==> config.mk <==
export PLATFORM = sky130hd
export DESIGN_NAME = esn7e_demo_system_ram_stream_reader
export DESIGN_NICKNAME = d
export VERILOG_FILES = /design/src/rtl/esn7e_demo_system_ram_stream_reader_pkg.sv /design/src/rtl/esn7e_demo_system_ram_stream_fifo.sv /design/src/rtl/esn7e_demo_system_ram_stream_reader.sv
export SDC_FILE = /design/constraint.sdc
export NUM_CORES = 1
export LEC_CHECK = 0
export ABC_AREA = 0
export BUFFER_PORTS_ARGS = -buffer_cell sky130_fd_sc_hd__buf_4
export CORE_MARGIN = 10
export CORE_UTILIZATION = 45
export DETAILED_ROUTE_END_ITERATION = 8
export PLACE_DENSITY = 0.61
export SLEW_MARGIN = 20
export SYNTH_ARGS = -nofsm -noshare
export SYNTH_HDL_FRONTEND = slang
export SYNTH_SLANG_ARGS = --single-unit
==> constraint.sdc <==
create_clock -name clk -period 4.9 [get_ports clk]
set_input_delay 0.735 -clock clk [delete_from_list [all_inputs] [get_ports clk]]
set_output_delay 0.735 -clock clk [all_outputs]
set_load 0.1 [all_outputs]
==> src/rtl/esn7e_demo_system_ram_stream_reader_pkg.sv <==
//==============================================================================
// Module : esn7e_demo_system_ram_stream_reader_pkg
// Brief  : Shared widths and FSM encoding for the RAM stream reader.
// Rev    : 1.0
//==============================================================================
`default_nettype none

package esn7e_demo_system_ram_stream_reader_pkg;

    localparam int c_addr_w     = 16;
    localparam int c_data_w     = 32;
    localparam int c_len_w      = 16;
    localparam int c_fifo_depth = 8;

    localparam logic [1:0] c_st_idle  = 2'd0;
    localparam logic [1:0] c_st_issue = 2'd1;
    localparam logic [1:0] c_st_drain = 2'd2;

endpackage

`default_nettype wire

==> src/rtl/esn7e_demo_system_ram_stream_fifo.sv <==
//==============================================================================
// Module : esn7e_demo_system_ram_stream_fifo
// Brief  : Show-ahead synchronous FIFO with occupancy count.
// Rev    : 1.0
//==============================================================================
`default_nettype none

module esn7e_demo_system_ram_stream_fifo
    import esn7e_demo_system_ram_stream_reader_pkg::*;
#(
    parameter int DATA_W     = c_data_w,
    parameter int FIFO_DEPTH = c_fifo_depth
) (
    input  logic                          clk,
    input  logic                          reset_n,
    input  logic                          i_push,
    input  logic [DATA_W-1:0]             i_push_data,
    input  logic                          i_pop,
    output logic [DATA_W-1:0]             o_pop_data,
    output logic                          o_empty,
    output logic [$clog2(FIFO_DEPTH):0]   o_count
);

    localparam int PTR_W = $clog2(FIFO_DEPTH);

    logic [DATA_W-1:0] r_mem [FIFO_DEPTH];
    logic [PTR_W-1:0]  r_wr_ptr;
    logic [PTR_W-1:0]  r_rd_ptr;
    logic [PTR_W:0]    r_count;
    logic              w_full;
    logic              w_do_push;
    logic              w_do_pop;

    assign o_empty   = (r_count == '0);
    assign w_full    = (r_count == (PTR_W+1)'(FIFO_DEPTH));
    assign w_do_pop  = i_pop & ~o_empty;
    // A push into a full FIFO is fine when the same cycle frees a slot.
    assign w_do_push = i_push & (~w_full | w_do_pop);

    assign o_pop_data = r_mem[r_rd_ptr];
    assign o_count    = r_count;

    always_ff @(posedge clk) begin
        if (w_do_push) begin
            r_mem[r_wr_ptr] <= i_push_data;
        end
    end

    always_ff @(posedge clk or negedge reset_n) begin
        if (!reset_n) begin
            r_wr_ptr <= '0;
            r_rd_ptr <= '0;
            r_count  <= '0;
        end else begin
            if (w_do_push) begin
                r_wr_ptr <= r_wr_ptr + PTR_W'(1);
            end
            if (w_do_pop) begin
                r_rd_ptr <= r_rd_ptr + PTR_W'(1);
            end
            case ({w_do_push, w_do_pop})
                2'b10:   r_count <= r_count + (PTR_W+1)'(1);
                2'b01:   r_count <= r_count - (PTR_W+1)'(1);
                default: r_count <= r_count;
            endcase
        end
    end

endmodule

`default_nettype wire

==> src/rtl/esn7e_demo_system_ram_stream_reader.sv <==
//==============================================================================
// Module : esn7e_demo_system_ram_stream_reader
// Brief  : Avalon-MM pipelined read master streaming a RAM block to Avalon-ST.
// Rev    : 1.0
//==============================================================================
`default_nettype none

module esn7e_demo_system_ram_stream_reader
    import esn7e_demo_system_ram_stream_reader_pkg::*;
#(
    parameter int ADDR_W     = c_addr_w,
    parameter int DATA_W     = c_data_w,
    parameter int LEN_W      = c_len_w,
    parameter int FIFO_DEPTH = c_fifo_depth
) (
    input  logic              clk,
    input  logic              reset_n,
    input  logic              start,
    input  logic [ADDR_W-1:0] base_addr,
    input  logic [LEN_W-1:0]  length,
    output logic              busy,
    output logic              done,
    output logic [ADDR_W-1:0] m_address,
    output logic              m_read,
    input  logic              m_waitrequest,
    input  logic [DATA_W-1:0] m_readdata,
    input  logic              m_readdatavalid,
    output logic [DATA_W-1:0] st_data,
    output logic              st_valid,
    input  logic              st_ready
);

    localparam int CNT_W = $clog2(FIFO_DEPTH) + 1;

    logic [1:0]        r_state;
    logic [1:0]        w_state_next;
    logic              r_done;
    logic              w_done_next;
    logic [ADDR_W-1:0] r_addr;
    logic [LEN_W-1:0]  r_issue_left;
    logic [LEN_W-1:0]  r_words_left;
    logic [CNT_W-1:0]  r_outstanding;
    logic [CNT_W-1:0]  w_fifo_count;
    logic [CNT_W:0]    w_inflight;
    logic              w_credit;
    logic              w_accept;
    logic              w_rdv;
    logic              w_pop;
    logic              w_fifo_empty;

    // Words in flight plus words buffered can never exceed the FIFO, so
    // every returned word always has a slot.
    assign w_inflight = {1'b0, r_outstanding} + {1'b0, w_fifo_count};
    assign w_credit   = (w_inflight < (CNT_W+1)'(FIFO_DEPTH));

    assign m_read    = (r_state == c_st_issue) & w_credit;
    assign m_address = r_addr;
    assign w_accept  = m_read & ~m_waitrequest;
    // Returns with nothing outstanding are leftovers of an aborted transfer.
    assign w_rdv     = m_readdatavalid & (r_outstanding != '0);
    assign st_valid  = ~w_fifo_empty;
    assign w_pop     = st_valid & st_ready;
    assign busy      = (r_state != c_st_idle);
    assign done      = r_done;

    always_comb begin
        w_state_next = r_state;
        w_done_next  = 1'b0;
        case (r_state)
            c_st_idle: begin
                if (start) begin
                    if (length != '0) begin
                        w_state_next = c_st_issue;
                    end else begin
                        w_done_next = 1'b1;
                    end
                end
            end
            c_st_issue: begin
                if (w_accept && (r_issue_left == LEN_W'(1))) begin
                    w_state_next = c_st_drain;
                end
            end
            c_st_drain: begin
                if (w_pop && (r_words_left == LEN_W'(1))) begin
                    w_state_next = c_st_idle;
                    w_done_next  = 1'b1;
                end
            end
            default: w_state_next = c_st_idle;
        endcase
    end

    always_ff @(posedge clk or negedge reset_n) begin
        if (!reset_n) begin
            r_state <= c_st_idle;
            r_done  <= 1'b0;
        end else begin
            r_state <= w_state_next;
            r_done  <= w_done_next;
        end
    end

    always_ff @(posedge clk or negedge reset_n) begin
        if (!reset_n) begin
            r_addr        <= '0;
            r_issue_left  <= '0;
            r_words_left  <= '0;
            r_outstanding <= '0;
        end else begin
            if (r_state == c_st_idle) begin
                if (start && (length != '0)) begin
                    r_addr       <= base_addr;
                    r_issue_left <= length;
                    r_words_left <= length;
                end
            end else begin
                if (w_accept) begin
                    r_addr       <= r_addr + ADDR_W'(1);
                    r_issue_left <= r_issue_left - LEN_W'(1);
                end
                if (w_pop) begin
                    r_words_left <= r_words_left - LEN_W'(1);
                end
            end
            case ({w_accept, w_rdv})
                2'b10:   r_outstanding <= r_outstanding + CNT_W'(1);
                2'b01:   r_outstanding <= r_outstanding - CNT_W'(1);
                default: r_outstanding <= r_outstanding;
            endcase
        end
    end

    esn7e_demo_system_ram_stream_fifo #(
        .DATA_W     (DATA_W),
        .FIFO_DEPTH (FIFO_DEPTH)
    ) u_fifo (
        .clk         (clk),
        .reset_n     (reset_n),
        .i_push      (w_rdv),
        .i_push_data (m_readdata),
        .i_pop       (w_pop),
        .o_pop_data  (st_data),
        .o_empty     (w_fifo_empty),
        .o_count     (w_fifo_count)
    );

endmodule

`default_nettype wire

==> reports/qor.yml, run 1 <==
status: "complete, no violations"
overflow: 0
rr_worst_depth: 11
period_needed_ns: 3.49
drv_slew: 0
antenna_found_initial: 1
worstSetupPathType: "flip-flop to primary output"
syn2layout_area_growth_pct: 18.1
syn_area_um2: 13700
synthArstFlopShare_pct: 20.2
cp_num_cells: 4
post_cts_buffers: 0
path_max_fanout: 45
setup_slack_ns: 1.41
antenna_left: 0
avgRoutedWirePerCell_um: 22.0
cp_cell_sequence: "buf_12 > mux4_2 > mux2_2 > buf_4"
maxCapViolations: 0
relSlewSlack_pct: 28.8
slowest_delay_ns: 0.71
die_h_um: 195
cp_top_family: "multiplexers"
routed_wirelength_um: 30800
start_util_pct: 46.0
synthCells: 851
cts-root-buf: "clkbuf_16"
hp-class: "primary input to asynchronous set/reset pin"
max_freq_mhz: 286
num_rows: 63
die_x_um: 195
hold_viol: 0
place_hpwl_um: 18600
synthesis.nets: 938
first_pass_iters: 5
grt_pass1_wl_um: 49300
layout_common_cells: "edfxtp_1 (256), buf_4 (136), mux4_2 (64)"
finalCritPeriodShare_pct: 71.2
grt.total_usage_pct: 16.1
gp_congestion: 0.811
h-tree-depth: 2
ys_seq_area_share_pct: 67.7
drive_above_1_share_pct: 31.9
setup_viol: 0
synth_edf_count: 256
ys_warn_count: 0
dr.first_iter.drc_count: 538
cpMaxStageDelayCell: "dfrtp_4"
io_pins: 122
dp_slack_ns: 1.66
tightest_slew_ns: 1.06
cts_buffers: 36
grt_max_degree: 66
rsz0062_at_grt: "false"
avgSynthCellArea_um2: 16.2
worstPathArrival_ns: 2.76
r2r-end: "r_outstanding[3]"
cts_resized: 0
core_area_um2: 29900
grt_pass1_vias: 8591
cts_hold_buf: 0
critPathBufInv: 2
critPathLaunchType: "flip-flop"
reg2reg_slack_ns: 1.68
cp-endpoint: "st_data[0]"
avgViaCountPerCell: 5.71
cts_buffer_depth: 3
required_ns: 4.16
cts_tree: "yes"
synth_cell_types: 64
cts_num_sinks: 321
ys.flop_type: "edfxtp_1"
num_vias: 7998
port-buffer-count: 121
setup_tns_ns: 0
die-area_um2: 37900
reg2reg_from: "u_fifo.o_count[3]"
final_common_cell: "edfxtp_1"
fin_nets: 1069
clkTransAtPathRegs_ns: 0.06
ys_ff_latch: 321
cp-end-kind: "primary output"
skew_ns: 0.0119
drc_errors: 0
cp-startpoint: "u_fifo.r_rd_ptr[0]"
clock_latency_ns: 0.51
==> Yosys cell counts, types with 6 or more instances <==
cell type  count  area (um^2)
a21oi_2       13          114
nor4_1         9         56.3
mux2_2        34          383
dfrtp_1       65         1630
a31oi_1       14         87.6
o21ai_0       50          250
nand2_1       44          165
mux4_2        64         1440
edfxtp_1     256         7690
ha_1          15          188
a21oi_1       35          175
a22oi_1       12         90.1
buf_2         10         50.1
clkbuf_1      27          101
nor2_1        36          135
o22ai_1       10         62.6
inv_1         18         67.6
nand3_1       14         70.1
xnor2_1        7         61.3
and3_1         6         37.5
nor3_1        15         75.1
nand2b_1       6         37.5
==> how the worst min path moves through the flow <==
stage | slack, ns | endpoint | depth (start not counted) | start
after floorplan | 0.44 | done | 0 | reset_n
after global placement | 0.49 | r_words_left[14] | 2 | r_words_left[14]
after detailed placement | 0.49 | r_words_left[14] | 2 | r_words_left[14]
after CTS | 0.38 | m_address[3] | 1 | reset_n
after global routing | 0.40 | m_address[14] | 1 | reset_n
final | 0.32 | m_address[1] | 1 | reset_n
==> flip-flops by register name, summed over array words and instances (netlist names) <==
signal / cells
done: 1
m_address: 16
r_issue_left: 16
r_outstanding: 4
r_state: 2
r_words_left: 16
u_fifo.o_count: 4
u_fifo.r_mem: 256
u_fifo.r_rd_ptr: 3
u_fifo.r_wr_ptr: 3
==> per-stage QoR <==
step / cells / instance area [um^2] / hold slack (ns) / util (%)
global placement: 1334 / 15100 / 0.488 / 50.7
floorplan: 851 / 13700 / 0.439 / -
finish: 1400 / 16200 / 0.318 / 54.4
CTS: 1398 / 16200 / 0.376 / 54.4
global route: 1398 / 16200 / 0.403 / 54.4
detailed placement: 1334 / 15100 / 0.493 / 50.7
==> cells by family after synthesis <==
| logic type | share of synthesized area (%) |
|---|---|
| DFF | 67.7 |
| AOI/OAI and AO/OA | 8.59 |
| and+or+nand+nor | 5.99 |
| muxes | 13.4 |
| buffers and inverters | 1.97 |
| adders and majority gates | 1.66 |
| xor gates and xnor gates | 0.637 |
==> metal layers <==
metal | global-route usage (%) | wire length (um) | up-vias
li1 | - | - | 3668
met1 | 21.7 | 13500 | 4100
met2 | 26.3 | 15100 | 192
met3 | 3.55 | 1690 | 38
met4 | 3.49 | 481 | 0
met5 | 0 | 0 | -
==> area by class of cell <==
cell class	count	area, um^2
fillers	2415	13600
flip-flops and latches	321	9320
multi-input cells	467	4220
repair buffers	137	1040
clock buffers	50	963
well taps	390	488
clock inverters	14	131
inverters	19	71.3
diodes	2	5.00
Power of run 1 is left out: the tool's default activity adds up to more than one toggle a clock period on the data nets, which glitch-free logic cannot reach.
==> run 2: changes to the inputs <==
==> constraint.sdc (replaced) <==
create_clock -name clk -period 3.3 [get_ports clk]
set_input_delay 0.495 -clock clk [delete_from_list [all_inputs] [get_ports clk]]
set_output_delay 0.495 -clock clk [all_outputs]
set_load 0.1 [all_outputs]
==> run 2 against run 1 <==
  * Count of clock-buffer cells in the layout is 5 lower
  * Utilization is 0.71 points higher
  * Clock skew is 0.0044 ns lower
  * Hold slack worse by 0.24 ns
  * Critical path depth is 7 higher
  * Critical endpoint is now r_outstanding[3]
  * Highest routed layer is now met5
==> reports/qor.yml, run 2 (same netlist as run 1, synthesis figures left out) <==
worstPathArrival_ns: 3.46  # was 2.76 ns
clkTransAtPathRegs_ns: 0.06  # about the same
skew_ns: 0.00750  # was 0.0119 ns
cts_resized: 0  # unchanged
hp-class: "primary input to asynchronous set/reset pin"  # unchanged
dp_slack_ns: 0.229  # was 1.66 ns
reg2reg_slack_ns: 0.23  # was 1.68 ns
cts_buffers: 35  # was 36
die_h_um: 195  # unchanged
first_pass_iters: 5  # unchanged
status: "complete, no violations"  # unchanged
grt_pass1_wl_um: 48300  # was 49300 um
final_common_cell: "edfxtp_1"  # unchanged
worstSetupPathType: "flip-flop to flip-flop"  # was flip-flop to primary output
layout_common_cells: "edfxtp_1 (256), buf_4 (143), mux4_2 (64)"  # was edfxtp_1 (256), buf_4 (136), mux4_2 (64)
fin_nets: 1082  # was 1069
cp-end-kind: "flip-flop"  # was primary output
tightest_slew_ns: 0.937  # was 1.06 ns
num_vias: 8036  # was 7998
grt.total_usage_pct: 15.7  # was 16.1%
drc_errors: 0  # unchanged
regMostFlops: "u_fifo.r_mem"  # unchanged
maxCapViolations: 0  # unchanged
antenna_left: 0  # unchanged
dr.first_iter.drc_count: 553  # was 538
rr_worst_depth: 11  # unchanged
num_rows: 63  # unchanged
setup_tns_ns: 0  # unchanged
cts_hold_buf: 0  # unchanged
cts_num_sinks: 321  # unchanged
gp_congestion: 0.881  # was 0.811
max_freq_mhz: 326
reg2reg_from: "r_outstanding[3]"  # was u_fifo.o_count[3]
period_needed_ns: 3.07
nFillCells: 2363  # was 2415
path_max_fanout: 3  # was 45
start_util_pct: 46.0  # unchanged
met1_length_um: 13800  # was 13500 um
io_pins: 122  # unchanged
routed_wirelength_um: 30300  # was 30800 um
drive_above_1_share_pct: 32.8  # was 31.9%
wl_met2_um: 14400  # was 15100 um
die_x_um: 195  # unchanged
ff_latch_area_um2: 9320  # unchanged
r2r-end: "r_outstanding[3]"  # unchanged
core_area_um2: 29900  # unchanged
cts_buffer_depth: 3  # unchanged
drv_slew: 0  # unchanged
required_ns: 3.69  # was 4.16 ns
grt_max_degree: 66  # unchanged
multi_input_area_um2: 4260  # was 4220 um^2
relSlewSlack_pct: 37.3  # was 28.8%
avgRoutedWirePerCell_um: 21.5  # was 22.0 um
cts_tree: "yes"  # unchanged
port-buffer-count: 121  # unchanged
finalCritPeriodShare_pct: 93.1
antenna_found_initial: 2  # was 1
syn2layout_area_growth_pct: 19.7  # was 18.1%
utilization_pct: 55.1  # was 54.4%
cts-root-buf: "clkbuf_16"  # unchanged
post_cts_buffers: 0  # unchanged
wl_met3_um: 1640  # was 1690 um
top_layer: "met5"  # was met4
overflow: 0  # unchanged
h-tree-depth: 2  # unchanged
clock_latency_ns: 0.51  # about the same
largest_reg_flops: 256  # unchanged
grt_pass1_vias: 8286  # was 8591
diodes: 0  # was 2
place_hpwl_um: 19200  # was 18600 um
rsz0062_at_grt: "false"  # unchanged
setup_slack_ns: 0.228  # was 1.41 ns
avgViaCountPerCell: 5.70  # was 5.71
die-area_um2: 37900  # unchanged
hold_viol: 0  # unchanged
critPathLaunchType: "flip-flop"  # unchanged
setup_viol: 0  # unchanged
[run 2: cell types whose count changed in the layout (fill, tap and decap cells not counted), moves of 5 or more]
cell,change
clkinv_2,-5
buf_4,+7
buf_12,+7
clkbuf_1,-5
clkinv_1,+5
[run 2: metrics by stage]
stage	hold WS, ns	instance area (um^2)	instances
6_report	0.0816	16500	1409
2_1_floorplan	0.199	13800	851
3_5_place_dp	0.501	15400	1348
4_1_cts	0.125	16500	1409
3_3_place_gp	0.492	15400	1348
5_1_grt	0.155	16500	1409
[run 2: layout make-up]
| type | count | area share [%] |
|---|---|---|
| Clock buffer | 45 | 5.74 |
| Inverter | 19 | 0.433 |
| Multi-Input combinational cell | 467 | 25.9 |
| Clock inverter | 16 | 0.852 |
| Tap cell | 390 | 2.97 |
| Sequential cell | 321 | 56.6 |
| Timing Repair Buffer | 151 | 7.50 |
[run 2: metal layers]
layer | vias up | global-route usage (%)
met1 | 4074 | 21.6
met5 | - | 0
li1 | 3702 | -
met4 | 4 | 3.47
met2 | 213 | 25.1
met3 | 43 | 3.48
[run 2: worst max path at each step]
stage | startpoint | to | slack, ns | cells after the start
after detailed placement | r_outstanding[3] | r_outstanding[3] | 0.23 | 11
after global routing | r_outstanding[3] | r_outstanding[3] | 0.06 | 11
after floorplan | u_fifo.o_count[3] | m_read | 0.25 | 3
after CTS | u_fifo.r_rd_ptr[0] | st_data[19] | 0.16 | 4
after global placement | r_outstanding[3] | r_outstanding[3] | 0.24 | 11
final | r_outstanding[3] | r_outstanding[3] | 0.23 | 11
[run 2: worst max-delay path, stage by stage (launching register included)]
cell	delay [ns]
dfrtp_1	0.41
ha_1	0.30
or4b_4	0.56
a2111oi_4	0.37
inv_2	0.12
ha_1	0.23
ha_1	0.27
a21o_1	0.17
a21oi_1	0.17
xnor2_1	0.14
nor2_1	0.07
xor2_1	0.14
Power of run 2 is left out for the same reason.
